$ cat src/rtl/uart_rx_if.sv
// Receiver-side UART bundle: serial line and frame config in, byte and status strobes out.
interface uart_rx_if #(
   parameter int DATA_WIDTH = 8,
   parameter int PRESCALE_W = 6
);
   logic                  RX_IN;
   logic                  PAR_EN;
   logic                  PAR_TYP;
   logic [PRESCALE_W-1:0] PRESCALE;
   logic [DATA_WIDTH-1:0] P_DATA;
   logic                  DATA_VALID;
   logic                  PAR_ERR;
   logic                  STP_ERR;

   modport master (
      output RX_IN, PAR_EN, PAR_TYP, PRESCALE,
      input  P_DATA, DATA_VALID, PAR_ERR, STP_ERR
   );

   modport slave (
      input  RX_IN, PAR_EN, PAR_TYP, PRESCALE,
      output P_DATA, DATA_VALID, PAR_ERR, STP_ERR
   );
endinterface

$ cat src/rtl/uart_rx.sv
// UART receiver: oversampled start detect, 3-sample majority vote, LSB-first deserialize, parity/stop check.
// DATA_VALID lands (DATA_WIDTH+2)*P cycles after the start edge (+P with parity); no backpressure, strobes are fire-and-forget.
module uart_rx #(
   parameter int DATA_WIDTH = 8,
   parameter int PRESCALE_W = 6
) (
   input  logic     CLK,
   input  logic     RST,
   uart_rx_if.slave bus
);

   localparam int BC_W = (DATA_WIDTH > 1) ? $clog2(DATA_WIDTH) : 1;

   localparam logic [4:0] S_IDLE   = 5'b00001;
   localparam logic [4:0] S_START  = 5'b00010;
   localparam logic [4:0] S_DATA   = 5'b00100;
   localparam logic [4:0] S_PARITY = 5'b01000;
   localparam logic [4:0] S_STOP   = 5'b10000;

   logic [4:0]            state;
   logic [PRESCALE_W-1:0] edge_cnt;
   logic [PRESCALE_W-1:0] presc_q;
   logic [BC_W-1:0]       bit_cnt;
   logic [DATA_WIDTH-1:0] shreg;
   logic [DATA_WIDTH-1:0] p_data;
   logic [2:0]            samp;
   logic                  par_en_q;
   logic                  par_typ_q;
   logic                  frame_bad;
   logic                  data_valid;
   logic                  par_err;
   logic                  stp_err;

   logic [PRESCALE_W-1:0] half;
   logic                  last_edge;
   logic                  voted;
   logic                  exp_par;

   always_comb begin
      half      = presc_q >> 1;
      last_edge = (edge_cnt == presc_q - PRESCALE_W'(1));
      voted     = (samp[0] & samp[1]) | (samp[0] & samp[2]) | (samp[1] & samp[2]);
      exp_par   = (^shreg) ^ par_typ_q;
   end

   always_ff @(posedge CLK or negedge RST) begin
      if (!RST) begin
         state      <= S_IDLE;
         edge_cnt   <= '0;
         presc_q    <= '0;
         bit_cnt    <= '0;
         shreg      <= '0;
         p_data     <= '0;
         samp       <= '0;
         par_en_q   <= 1'b0;
         par_typ_q  <= 1'b0;
         frame_bad  <= 1'b0;
         data_valid <= 1'b0;
         par_err    <= 1'b0;
         stp_err    <= 1'b0;
      end else begin
         data_valid <= 1'b0;
         par_err    <= 1'b0;
         stp_err    <= 1'b0;

         // Three samples straddle the bit centre; the vote is settled well before edge P-1.
         if (state != S_IDLE) begin
            if (edge_cnt == half - PRESCALE_W'(1)) samp[0] <= bus.RX_IN;
            if (edge_cnt == half)                  samp[1] <= bus.RX_IN;
            if (edge_cnt == half + PRESCALE_W'(1)) samp[2] <= bus.RX_IN;
            edge_cnt <= last_edge ? '0 : edge_cnt + PRESCALE_W'(1);
         end

         case (state)
            S_IDLE: begin
               if (!bus.RX_IN) begin
                  state     <= S_START;
                  edge_cnt  <= PRESCALE_W'(1);
                  presc_q   <= bus.PRESCALE;
                  par_en_q  <= bus.PAR_EN;
                  par_typ_q <= bus.PAR_TYP;
                  frame_bad <= 1'b0;
                  bit_cnt   <= '0;
               end
            end
            S_START: begin
               if (last_edge) state <= voted ? S_IDLE : S_DATA;
            end
            S_DATA: begin
               if (last_edge) begin
                  shreg <= {voted, shreg[DATA_WIDTH-1:1]};
                  if (bit_cnt == BC_W'(DATA_WIDTH - 1)) begin
                     bit_cnt <= '0;
                     state   <= par_en_q ? S_PARITY : S_STOP;
                  end else begin
                     bit_cnt <= bit_cnt + BC_W'(1);
                  end
               end
            end
            S_PARITY: begin
               if (last_edge) begin
                  if (voted != exp_par) begin
                     par_err   <= 1'b1;
                     frame_bad <= 1'b1;
                  end
                  state <= S_STOP;
               end
            end
            S_STOP: begin
               if (last_edge) begin
                  if (!voted) begin
                     stp_err <= 1'b1;
                  end else if (!frame_bad) begin
                     p_data     <= shreg;
                     data_valid <= 1'b1;
                  end
                  state <= S_IDLE;
               end
            end
            default: state <= S_IDLE;
         endcase
      end
   end

   assign bus.P_DATA     = p_data;
   assign bus.DATA_VALID = data_valid;
   assign bus.PAR_ERR    = par_err;
   assign bus.STP_ERR    = stp_err;

endmodule

$ cat src/flat_wrapper.sv
// flat-port wrapper written by rule: the top's interface ports become plain ports
module uart_rx_flat 
#(
   parameter int DATA_WIDTH = 8,
   parameter int PRESCALE_W = 6
)
  (CLK, RST, bus_RX_IN, bus_PAR_EN, bus_PAR_TYP, bus_PRESCALE, bus_P_DATA, bus_DATA_VALID, bus_PAR_ERR, bus_STP_ERR);
  uart_rx_if #(.DATA_WIDTH(DATA_WIDTH), .PRESCALE_W(PRESCALE_W)) bus_i ();
  input  logic CLK;
  input  logic RST;
  input wire logic [$bits(bus_i.RX_IN)-1:0] bus_RX_IN;
  input wire logic [$bits(bus_i.PAR_EN)-1:0] bus_PAR_EN;
  input wire logic [$bits(bus_i.PAR_TYP)-1:0] bus_PAR_TYP;
  input wire logic [$bits(bus_i.PRESCALE)-1:0] bus_PRESCALE;
  output wire logic [$bits(bus_i.P_DATA)-1:0] bus_P_DATA;
  output wire logic [$bits(bus_i.DATA_VALID)-1:0] bus_DATA_VALID;
  output wire logic [$bits(bus_i.PAR_ERR)-1:0] bus_PAR_ERR;
  output wire logic [$bits(bus_i.STP_ERR)-1:0] bus_STP_ERR;
  assign bus_i.RX_IN = bus_RX_IN;
  assign bus_i.PAR_EN = bus_PAR_EN;
  assign bus_i.PAR_TYP = bus_PAR_TYP;
  assign bus_i.PRESCALE = bus_PRESCALE;
  assign bus_P_DATA = bus_i.P_DATA;
  assign bus_DATA_VALID = bus_i.DATA_VALID;
  assign bus_PAR_ERR = bus_i.PAR_ERR;
  assign bus_STP_ERR = bus_i.STP_ERR;
  uart_rx #(.DATA_WIDTH(DATA_WIDTH), .PRESCALE_W(PRESCALE_W)) u_core (.CLK(CLK), .RST(RST), .bus(bus_i));
endmodule
$ cat config.mk
export PLATFORM = sky130hd
export DESIGN_NAME = uart_rx_flat
export DESIGN_NICKNAME = d
export VERILOG_FILES = /design/src/rtl/uart_rx_if.sv /design/src/rtl/uart_rx.sv /design/src/flat_wrapper.sv
export SDC_FILE = /design/constraint.sdc
export NUM_CORES = 1
export LEC_CHECK = 0
export ABC_AREA = 1
export CORE_ASPECT_RATIO = 0.9
export CORE_MARGIN = 4
export CORE_UTILIZATION = 58
export CTS_CLUSTER_DIAMETER = 150
export CTS_CLUSTER_SIZE = 28
export DETAILED_ROUTE_END_ITERATION = 12
export MAX_ROUTING_LAYER = met4
export PLACE_DENSITY = 0.8
export SYNTH_ARGS = -nofsm -noshare
export SYNTH_HDL_FRONTEND = slang
export SYNTH_SLANG_ARGS = --single-unit
export TNS_END_PERCENT = 5
$ cat constraint.sdc
create_clock -name CLK -period 2.5 [get_ports CLK]
set_clock_uncertainty 0.05 [all_clocks]
set_input_delay 0.5 -clock CLK [delete_from_list [all_inputs] [get_ports CLK]]
set_output_delay 0.5 -clock CLK [all_outputs]
set_load 0.05 [all_outputs]
* Word-level counts from Yosys, hierarchy flattened
Index checks and enable logic that the tools add are counted.
Word-level totals: output and inout bits 11, memories 0, ROM bits 0, memory bits (writable) 0, logic and storage cells 90, input bits 11, bits in latches 0, register bits 45
Operators by class: equal/unequal tests 19, reductions and logical operators 12, shift operators 0, div/mod/pow operators 0, multiplexer cells 31, magnitude comparators 0, bitwise logic cells 8, multipliers 0, $add $sub $neg 5
Operators with widths (number):
- 5-bit two-way mux | 7
- 5-bit one-hot mux with 5 select lines | 1
- 6-bit two-way mux | 4
- 6-bit equality test | 3
- 1-bit two-way mux | 13
- 3-bit two-way mux | 4
- 2-bit by 1-bit != test with 1-bit output, second input constant | 6
- 2-bit AND reduction | 5
- 4-bit AND reduction | 2
- 8-bit parity | 1
- 5-bit by 1-bit adder with 6-bit output, second input constant | 1
- 6-bit by 1-bit adder with 6-bit output, second input constant | 1
- 6-bit by 5-bit equality test with 1-bit output | 1
- 3-bit one-hot mux with 2 select lines | 1
- 6-bit AND reduction | 1
- 5-bit by 1-bit subtractor with 6-bit output, second input constant | 1
- 6-bit by 1-bit subtractor with 6-bit output, second input constant | 1
- 5-bit by 1-bit equality test with 1-bit output, second input constant | 1
- 5-bit by 2-bit equality test with 1-bit output, second input constant | 1
- 5-bit by 3-bit equality test with 1-bit output, second input constant | 1
- 5-bit by 4-bit equality test with 1-bit output, second input constant | 1
- 5-bit equality test, second input constant | 1
- 5-bit by 1-bit != test with 1-bit output, second input constant | 1
- 2-bit nonzero test | 2
- other kinds (10) | 14

* Longest topological paths before layout
depth after elaboration 7, depth in mapped cells 14

* Least setup slack after synthesis
No wires, ideal clock.
path kind register to register, start point register u_core.presc_q[1], end point register u_core.p_data[6] (netlist: u_core.bus.P_DATA[6]), cell stages (with the launch flop) 15, required time 2.330 ns, path slack 0.640 ns, arrival 1.690 ns, library setup time 0.120 ns, cell sequence dfrtp_1 inv_1 ha_1 inv_1 a21oi_1 nand2_1 nand2_1 nand2_1 nor2_4 nand2_4 inv_4 nand2_4 buf_6 nand2_1 o21ai_2
On the way: word-level cells in the longest chain between the ends 3
RTL lines:
- from (decl) | RTL line uart_rx.sv:22 | logic [PRESCALE_W-1:0] presc_q;
- from (signal assigned) | RTL line uart_rx.sv:79 | presc_q <= bus.PRESCALE;
- 6-bit by 1-bit subtractor with 6-bit output | RTL line uart_rx.sv:41 | last_edge = (edge_cnt == presc_q - PRESCALE_W'(1));
- 6-bit equality test | RTL line uart_rx.sv:41
- 4-bit AND reduction (no source line)
- to (signal assigned) | RTL line uart_rx.sv:114 | p_data <= shreg;
- to (decl) | RTL line uart_rx.sv:25 | logic [DATA_WIDTH-1:0] p_data;
Every way passes these cells. A chain may end at the register's enable or synchronous reset.

* Worst setup path after layout
start point register u_core.presc_q[1], end point register u_core.p_data[2] (netlist: u_core.bus.P_DATA[2])
Same word-level chain as after synthesis.

==> qor.csv <==
stage;metric;value;unit
yosys;Gate Count Post-Synth;351;
die;Starting Density;0.597;
final_layout;leading cell type in the layout, fill and taps excluded;nand2_1;
flow_run;Max Cap Viol;0;
timing;worst slew pin tran;544;ps
final_layout;Layout area overhead;14.6;%
setup_path;WS Path Type;reg2reg;
placement;Post-DP HPWL;3990;µm
setup_path;R2R Path End;u_core.bus.P_DATA[2]$_DFFE_PN0P_;
timing;fmax;490;MHz
grt;Tot GR Track Use;0.213;
yosys;warning count from the yosys run;0;
timing;relative slew slack;0.636;
final_layout;fillcell total;399;
final_layout;share of layout cells above drive strength 1;0.0979;
pwr;worst vdd ir;0.644;mV
route;drt wl/cell;11.9;µm
clock_tree;CTS Buf Count;5;
clock_tree;CTS tree;yes;
die;Cell Rows;23;
route;Final ANT Viol Nets;0;
setup_path;FF-to-FF setup slack;460;ps
yosys;post-synthesis register bit count;45;
route;DR vias/cell;5.04;
setup_path;worst r2r src;u_core.presc_q[1]$_DFFE_PN0P_;
setup_path;Critical Path AT;2180;ps
die;Die ar.;5710;µm²
clock_tree;clk sinks;45;
clock_tree;worst skew pair latency;290;ps
clock_tree;cts hold-fix bufs;0;
grt;vias in the first global route;2082;
clock_tree;Clock Pin Slew Worst Setup and Hold Paths;80;ps
route;1st-pass router iterations;4;
setup_path;worst-path maximum fanout;16;
yosys;count of cell types in the netlist;29;
yosys;mapped cell area;2650;µm²
timing;Max Slew Vio Count;0;
final_layout;fin cells;440;
clock_tree;CTS Buffer Depth;2;
grt;grt total ovfl;0;
setup_path;Worst Setup Start Kind;flop;
pwr;Pleak;1.54;nW
final_layout;antenna cells;0;
timing;RSZ-0062 raised after global routing;no;
placement;placed cells;433;
yosys;post-synthesis sequential area ratio;0.426;
yosys;Synth area leaders;dfrtp_1 42%, nand2_1 18%, inv_1 5.3%;
yosys;post-synth top area share;0.416;
outcome;status;complete, no violations;
route;vias;2219;
clock_tree;Clock Tree Root;clkbuf_8;
timing;Final period util;0.816;
die;Chip Height;72.1;µm
timing;Tmin final;2040;ps
die;Core ar.;4430;µm²
route;Post-Route WL;5250;µm
clock_tree;postcts setup bufs;0;
yosys;Synth area leader;dfrtp_1;
timing;setup TNS;0;ps
grt;first-pass GRT wire length;9290;µm
clock_tree;post-CTS sizing;0;
placement;GP Congestion;0.840;
final_layout;most frequent cells in the layout;126 x nand2_1, 44 x dfrtp_1, 37 x inv_1;
placement;buffers added on ports;21;
yosys;Avg Inst Size Synth;7.54;µm²
clock_tree;CTS H-tree lvls;2;
yosys;Syn Nets;369;
setup_path;Crit. End Element;flop;
setup_path;FF-to-FF path depth;13;
timing;Setup violations, final;0;
grt;largest net degree at the start of global routing;18;
pwr;PwrDens;1030;nW/µm²
die;Die Wd;79.2;µm
grt;initial antenna violation count;0;
final_layout;layout net count;396;
die;IO Pins;22;
setup_path;required time of the worst setup path;2640;ps
worst_hold_path;worst min path class;in2async;
timing;final hold vios;0;
route;Residual DRC;0;
route;initial DRC count;153;
## cells in the mapped netlist
master / count
nor2_1: 22
o21ai_2: 8
a21oi_1: 5
inv_4: 1
xor2_1: 10
nand4_1: 6
dfstp_2: 1
xnor2_2: 2
a31oi_1: 1
or2_2: 1
xnor2_1: 9
dfrtp_1: 44
ha_1: 7
o21ai_1: 9
nor2_4: 1
inv_2: 7
o22ai_1: 1
nand3b_1: 2
buf_2: 4
nor3_1: 6
nand2_4: 2
o21ai_0: 12
nand3_1: 23
inv_1: 37
nand2_2: 1
nand2b_1: 1
nand2_1: 126
buf_6: 1
nand3_2: 1
## registers in the layout, indices dropped and copies added (netlist names)
| signal | count |
|---|---|
| u_core.edge_cnt | 6 |
| u_core.par_en_q | 1 |
| u_core.state | 5 |
| u_core.bus.PAR_ERR | 1 |
| u_core.bus.STP_ERR | 1 |
| u_core.par_typ_q | 1 |
| u_core.bus.DATA_VALID | 1 |
| u_core.bus.P_DATA | 8 |
| u_core.presc_q | 6 |
| u_core.bit_cnt | 3 |
| u_core.frame_bad | 1 |
| u_core.shreg | 8 |
| u_core.samp | 3 |
## metal layers
layer / part of all wire / vias up / GRT usage / wire, µm
li1: - / 1158 / - / -
met1: 0.49 / 1016 / 0.299 / 2590
met2: 0.45 / 38 / 0.321 / 2380
met3: 0.043 / 7 / 0.0335 / 223
met4: 0.0097 / 0 / 0.0630 / 51
met5: 0 / - / - / 0
## worst max path at each step
stage,end,cells after the start,slack (ps),start
4_1_cts,bus_P_DATA[7],1,460,u_core.bus.P_DATA[7]$_DFFE_PN0P_
6_report,u_core.bus.P_DATA[2]$_DFFE_PN0P_,13,460,u_core.presc_q[1]$_DFFE_PN0P_
3_5_place_dp,u_core.bus.P_DATA[2]$_DFFE_PN0P_,13,490,u_core.presc_q[1]$_DFFE_PN0P_
2_1_floorplan,u_core.bus.P_DATA[6]$_DFFE_PN0P_,14,640,u_core.presc_q[1]$_DFFE_PN0P_
5_1_grt,u_core.bit_cnt[0]$_DFFE_PN0P_,13,260,u_core.presc_q[1]$_DFFE_PN0P_
3_3_place_gp,u_core.bus.P_DATA[2]$_DFFE_PN0P_,13,520,u_core.presc_q[1]$_DFFE_PN0P_
## kinds of logic (layout without fill, tap and decap cells)
family / Yosys count / in the layout / share of synthesized area
and+or+nand+nor: 192 / 192 / 0.308
buffers and inverters: 50 / 77 / 0.0766
DFF: 45 / 45 / 0.426
AOI/OAI and AO/OA: 36 / 36 / 0.0804
xor gates and xnor gates: 21 / 21 / 0.0752
adders and majority gates: 7 / 7 / 0.0331
## report_power, final
group | switching (mW) | internal (mW) | total [mW]
Combinational | 0.948 | 0.550 | 1.50
Clock | 0.236 | 0.291 | 0.526
Sequential | 0.191 | 0.893 | 1.08
Total | 1.37 | 1.73 | 3.11
## critical path: stages, from the launching register on
cell and delay [ps]:
dfrtp_1 440, inv_1 150, ha_1 230, inv_1 80, a21oi_1 140, nand2_1 70
nand2_1 60, nand2_1 80, nor2_4 150, nand2_4 100, inv_4 80, nand2_4 130
nand2_1 120, o21ai_2 50
## layout make-up
type | count | area (µm²) | share of cell area
Clock inverter | 2 | 35.0 | 0.0116
Sequential cell | 45 | 1130 | 0.372
Clock buffer | 5 | 68.8 | 0.0227
Multi-Input combinational cell | 256 | 1320 | 0.434
Tap cell | 62 | 77.6 | 0.0256
Inverter | 45 | 171 | 0.0566
Timing Repair Buffer | 25 | 235 | 0.0776
## metrics by stage
stage               power, mW  utilization  hold slack, ps  cell area, µm²  setup WS, ps
floorplan                2.25            -             154            2650           640
global placement         2.53        0.660             395            2930           524
detailed placement       2.58        0.660             398            2930           490
CTS                      3.11        0.684            80.5            3030           459
global route             3.40        0.684            97.9            3030           257
finish                   3.11        0.684            74.2            3030           461
Note: power is estimated with default switching activity, not from simulation.
